### src/rtl/ru_fault_scheduler.sv
// ru_fault_scheduler: scans the BIST pass map, assigns faulty PEs to recompute-unit slots,
// then steps all assigned slots in lockstep through COLS recompute steps.
module ru_fault_scheduler #(
  parameter int ROWS = 4,
  parameter int COLS = 4,
  parameter int NUM_RU = 4,
  localparam int RW = $clog2(ROWS),
  localparam int CW = $clog2(COLS),
  localparam int IW = $clog2(ROWS * COLS),
  localparam int FW = $clog2(ROWS * COLS + 1)
) (
  input  logic                   clk,
  input  logic                   rst,
  input  logic                   start,
  input  logic [ROWS*COLS-1:0]   stw_result,
  input  logic                   step_ready,
  output logic                   busy,
  output logic                   done,
  output logic                   unrepairable,
  output logic [FW-1:0]          fault_count,
  output logic [NUM_RU-1:0]      ru_valid,
  output logic [NUM_RU*RW-1:0]   ru_row,
  output logic [NUM_RU*CW-1:0]   ru_col,
  output logic                   step_valid,
  output logic [CW-1:0]          step_k
);
  typedef enum logic [1:0] {IDLE, SCAN, RUN, DONE} state_t;
  state_t                 state_q, state_d;
  logic [ROWS*COLS-1:0]   pass_q, pass_d;
  logic [RW-1:0]          r_q, r_d;
  logic [CW-1:0]          c_q, c_d;
  logic                   busy_q, busy_d, done_q, done_d, unrep_q, unrep_d;
  logic [FW-1:0]          fault_count_q, fault_count_d;
  logic [NUM_RU-1:0]      ru_valid_q, ru_valid_d;
  logic [NUM_RU*RW-1:0]   ru_row_q, ru_row_d;
  logic [NUM_RU*CW-1:0]   ru_col_q, ru_col_d;
  logic                   step_valid_q, step_valid_d;
  logic [CW-1:0]          step_k_q, step_k_d;
  logic [IW-1:0]          idx;
  logic                   row_end, last;
  assign idx     = IW'(int'(r_q) * COLS + int'(c_q));
  assign row_end = c_q == CW'(COLS - 1);
  assign last    = row_end && r_q == RW'(ROWS - 1);
  always_comb begin
    state_d       = state_q;
    pass_d        = pass_q;
    r_d           = r_q;
    c_d           = c_q;
    unrep_d       = unrep_q;
    fault_count_d = fault_count_q;
    ru_valid_d    = ru_valid_q;
    ru_row_d      = ru_row_q;
    ru_col_d      = ru_col_q;
    step_k_d      = step_k_q;
    case (state_q)
      IDLE: if (start) begin
        state_d       = SCAN;
        pass_d        = stw_result;
        r_d           = '0;
        c_d           = '0;
        unrep_d       = 1'b0;
        fault_count_d = '0;
        ru_valid_d    = '0;
        ru_row_d      = '0;
        ru_col_d      = '0;
        step_k_d      = '0;
      end
      SCAN: begin
        if (!pass_q[idx]) begin
          // The first NUM_RU faults land in slots 0..NUM_RU-1; any further fault is unrepairable.
          for (int n = 0; n < NUM_RU; n++)
            if (int'(fault_count_q) == n) begin
              ru_valid_d[n]        = 1'b1;
              ru_row_d[n*RW +: RW] = r_q;
              ru_col_d[n*CW +: CW] = c_q;
            end
          unrep_d       = unrep_q | (int'(fault_count_q) >= NUM_RU);
          fault_count_d = fault_count_q + FW'(1);
        end
        c_d = row_end ? '0 : c_q + CW'(1);
        r_d = row_end ? r_q + RW'(1) : r_q;
        if (last) begin
          state_d  = (fault_count_d == '0 || unrep_d) ? DONE : RUN;
          step_k_d = '0;
        end
      end
      RUN: if (step_ready) begin
        state_d  = step_k_q == CW'(COLS - 1) ? DONE : RUN;
        step_k_d = step_k_q == CW'(COLS - 1) ? step_k_q : step_k_q + CW'(1);
      end
      default: state_d = IDLE;
    endcase
    busy_d       = state_d != IDLE;
    done_d       = state_d == DONE;
    step_valid_d = state_d == RUN;
  end
  always_ff @(posedge clk or negedge rst) begin
    if (!rst) begin
      state_q       <= IDLE;
      pass_q        <= '0;
      r_q           <= '0;
      c_q           <= '0;
      busy_q        <= 1'b0;
      done_q        <= 1'b0;
      unrep_q       <= 1'b0;
      fault_count_q <= '0;
      ru_valid_q    <= '0;
      ru_row_q      <= '0;
      ru_col_q      <= '0;
      step_valid_q  <= 1'b0;
      step_k_q      <= '0;
    end else begin
      state_q       <= state_d;
      pass_q        <= pass_d;
      r_q           <= r_d;
      c_q           <= c_d;
      busy_q        <= busy_d;
      done_q        <= done_d;
      unrep_q       <= unrep_d;
      fault_count_q <= fault_count_d;
      ru_valid_q    <= ru_valid_d;
      ru_row_q      <= ru_row_d;
      ru_col_q      <= ru_col_d;
      step_valid_q  <= step_valid_d;
      step_k_q      <= step_k_d;
    end
  end
  assign busy         = busy_q;
  assign done         = done_q;
  assign unrepairable = unrep_q;
  assign fault_count  = fault_count_q;
  assign ru_valid     = ru_valid_q;
  assign ru_row       = ru_row_q;
  assign ru_col       = ru_col_q;
  assign step_valid   = step_valid_q;
  assign step_k       = step_k_q;
endmodule

### config.mk
export PLATFORM = sky130hd
export DESIGN_NAME = ru_fault_scheduler
export DESIGN_NICKNAME = d
export VERILOG_FILES = /design/src/rtl/ru_fault_scheduler.sv
export SDC_FILE = /design/constraint.sdc
export NUM_CORES = 1
export LEC_CHECK = 0
export BUFFER_PORTS_ARGS = -buffer_cell sky130_fd_sc_hd__buf_2
export CORE_MARGIN = 2
export CORE_UTILIZATION = 58
export DETAILED_ROUTE_END_ITERATION = 10
export PLACE_DENSITY = 0.91
export SYNTH_ARGS = -nofsm -noshare
export SYNTH_HDL_FRONTEND = slang
export SYNTH_SLANG_ARGS = --single-unit
### constraint.sdc
create_clock -name clk -period 4 [get_ports clk]
set_clock_uncertainty 0.15 [all_clocks]
set_input_delay 0.8 -clock clk [delete_from_list [all_inputs] [get_ports clk]]
set_output_delay 0.8 -clock clk [all_outputs]
set_load 0.05 [all_outputs]
==> results.md <==
- Remaining Overflow, GRT: 0
- Number of hold buffers added after cts: 0
- Met3 usage: 4.62%
- Final Net Count: 318
- DR vias: 1916
- Synth Area in Simple Gates: 22.2%
- Slew @ Worst Pin: 0.666 ns
- H-tree Lvls: 2
- Post-synth EDFFs: 0
- Post-Syn Instances: 240
- Synthesis-to-finish area growth: 15.9%
- Crit path DAT: 2.56 ns
- CTS-repair resized insts: 0
- Met1 usage: 32.0%
- Async S/R FF share, synth: 100%
- CP required: 4.08 ns
- LEAKAGE: 1.59 nW
- Drc violations: 0
- Mux share of post-synthesis cell area: 11.5%
- Antenna fix cells: 0
- Ports: 51
- Synth warnings: 0
- Die width: 70.0 um
- First DRT Iteration DRCs: 276
- GP Congestion: 0.835
- Post-synth top flop: dfrtp_1
- Max-cap check violation count: 0
- Number of global-route vias before repair: 1891
- Hold Fails Final Rpt: 0
- Fmax: 0.403 GHz
- CP Class: register to register
- Layout cells sized above 1: 26.4%
- Crit path time final: 2.48 ns
- Largest net degree at the start of global routing: 38
- Yosys cell types: 38
- Worst slew margin: 55.6%
- #FFs+latches synth: 53
- Status: finished, final reports clean
- First-pass GRT wire length: 9.09 mm
- PwrDens: 909 mW/mm2
- Syn_nets: 267
- Post-detail-place hpwl: 3.82 mm
- Routed len/inst: 15.6 um
- Postcts setup bufs: 0
- Clock Latency Late Sink: 0.31 ns
- Pre-antenna DRT Iters: 4
- Row cnt: 24
- Met2 Use GR: 38.7%
- Main combinational cell family by area after synthesis: simple AND/OR/NAND/NOR gates
- CP Launch Type: register
- Initial antenna violation count: 0
- Maximum vdd drop: 0.437 mV
- Avg Cell Area, Syn: 10.5 um2
- Post-Layout Cell Count: 344
- Mapped Area: 0.00253 mm2
- Total Routing Usage GR: 23.6%
- Port Buf Inserts: 50
- Routed WL: 5.36 mm
- Final period util: 62.0%
- Setup TNS: 0 ns
- Starting density of the core: 59.3%
- Compound-gate portion of the synthesized area: 6.88%
- Crit-path max FO: 8
- Unrepaired setup endpoints after global routing: false
- Core Footprint: 0.00426 mm2
- Final Max Tran Viols: 0
- Max Root-Sink Buffers: 2
- Xor and xnor fraction of the mapped netlist area: 0%
- Root Driver: clkbuf_8
- Via density: 5.57
- Clock Pin Slew Worst Setup and Hold Paths: 0.10 ns
- Final setup viols: 0
- Die Ht: 70.0 um
- Synth Area in Adders: 3.47%
- Post-route ant nets: 0
- GRT Max-Usage Layer: met2
- DIE AREA: 0.00490 mm2
- Post-synthesis sequential area ratio: 52.5%
- HP Class: primary input to asynchronous set/reset pin
- TritonCTS clock tree: built
- Dpl cells: 336
- CP endpoint kind: register
- Clk sinks: 53
- Cts bufs inserted: 5
## cell usage after synthesis, drive strengths merged, types with 3 or more instances
| cell type | count | area (um2) |
|---|---|---|
| nor2 | 7 | 26.3 |
| dfrtp | 53 | 1330 |
| inv | 8 | 30.0 |
| a21oi | 4 | 20.0 |
| buf | 7 | 48.8 |
| nor3 | 4 | 31.3 |
| mux2i | 16 | 160 |
| nand2 | 82 | 308 |
| nand2b | 3 | 18.8 |
| o21ai | 4 | 20.0 |
| nor2b | 4 | 25.0 |
| ha | 7 | 87.6 |
| nand3 | 12 | 115 |
| mux4 | 4 | 97.6 |
| mux2 | 3 | 33.8 |
## power breakdown
| part | switching (mW) | internal [mW] | total [mW] |
|---|---|---|---|
| Clock | 0.181 | 0.204 | 0.385 |
| Combinational | 0.913 | 0.423 | 1.34 |
| Sequential | 0.192 | 0.749 | 0.941 |
| Total | 1.29 | 1.38 | 2.66 |
## flip-flops by register name, summed over array words and instances (netlist names), 2 cells and up
signal and flops:
r_q 2, ru_row 8, step_k 2, pass_q 16, ru_col 8, fault_count 5
ru_valid 4, state_q 2, c_q 2
## kinds of logic after synthesis
kind of cell / after synthesis
and+or+nand+nor: 117
DFF: 53
AOI/OAI and AO/OA: 23
muxes: 23
buffers and inverters: 17
adders and majority gates: 7
## area by class of cell
type                    instances  area (um2)
fillers                       322        1340
flip-flops and latches         53        1330
multi-input cells             170        1110
repair buffers                 53         273
clock buffers                   6        82.6
well taps                      52        65.1
clock inverters                 2        37.5
inverters                       8        30.0
## path summary, 6_finish.rpt
check,from,endpoint,slack [ns],depth (start not counted)
setup / recovery,c_q[0],ru_col[3],1.52,5
hold / removal,rst,ru_valid[1],0.32,1
setup reg to reg,c_q[0],ru_col[3],1.52,5
hold reg to reg,pass_q[9],pass_q[9],0.33,2
max in group asynchronous,rst,pass_q[4],2.59,2
min in group clk,pass_q[9],pass_q[9],0.33,2
## placed cells by master, fill, tap and decap left out, types with 2 or more instances in the layout
cell type and n:
o31ai_1 2, buf_2 50, nand3_1 7, mux2i_1 16
mux2_2 3, nand2_1 82, nor2b_1 4, dfrtp_1 53
mux4_2 2, a21oi_1 4, nand2b_1 3, ha_1 7
inv_1 8, nand3_4 4, a2bb2oi_1 2, clkbuf_8 6
nor2_1 7, o21ai_0 4, buf_4 3, mux4_1 2
a22o_1 2, nor3_1 3
## per-stage QoR
stage	area, um2	hold WS, ns	utilization (%)	total power [mW]	worst slack [ns]
2_1_floorplan	2530	0.287	-	1.99	1.83
3_3_place_gp	2810	0.306	65.9	2.22	1.62
3_5_place_dp	2810	0.316	65.9	2.27	1.53
4_1_cts	2930	0.338	68.7	2.66	1.51
5_1_grt	2930	0.359	68.7	2.82	1.40
6_report	2930	0.318	68.7	2.66	1.52
## worst max-delay path, cell delays in order, from the launching register on
cell	delay (ns)
dfrtp_1	0.53
mux4_2	0.55
a22oi_2	0.22
and4_1	0.56
nand3_4	0.17
mux2i_1	0.23
## layer usage
metal,part of all wire (%),up-vias,routed length (um)
li1,-,919,-
met1,45,924,2410
met2,49,60,2620
met3,4.0,13,215
met4,2.2,0,116
met5,0,-,0
(Power assumes the default switching activity.)
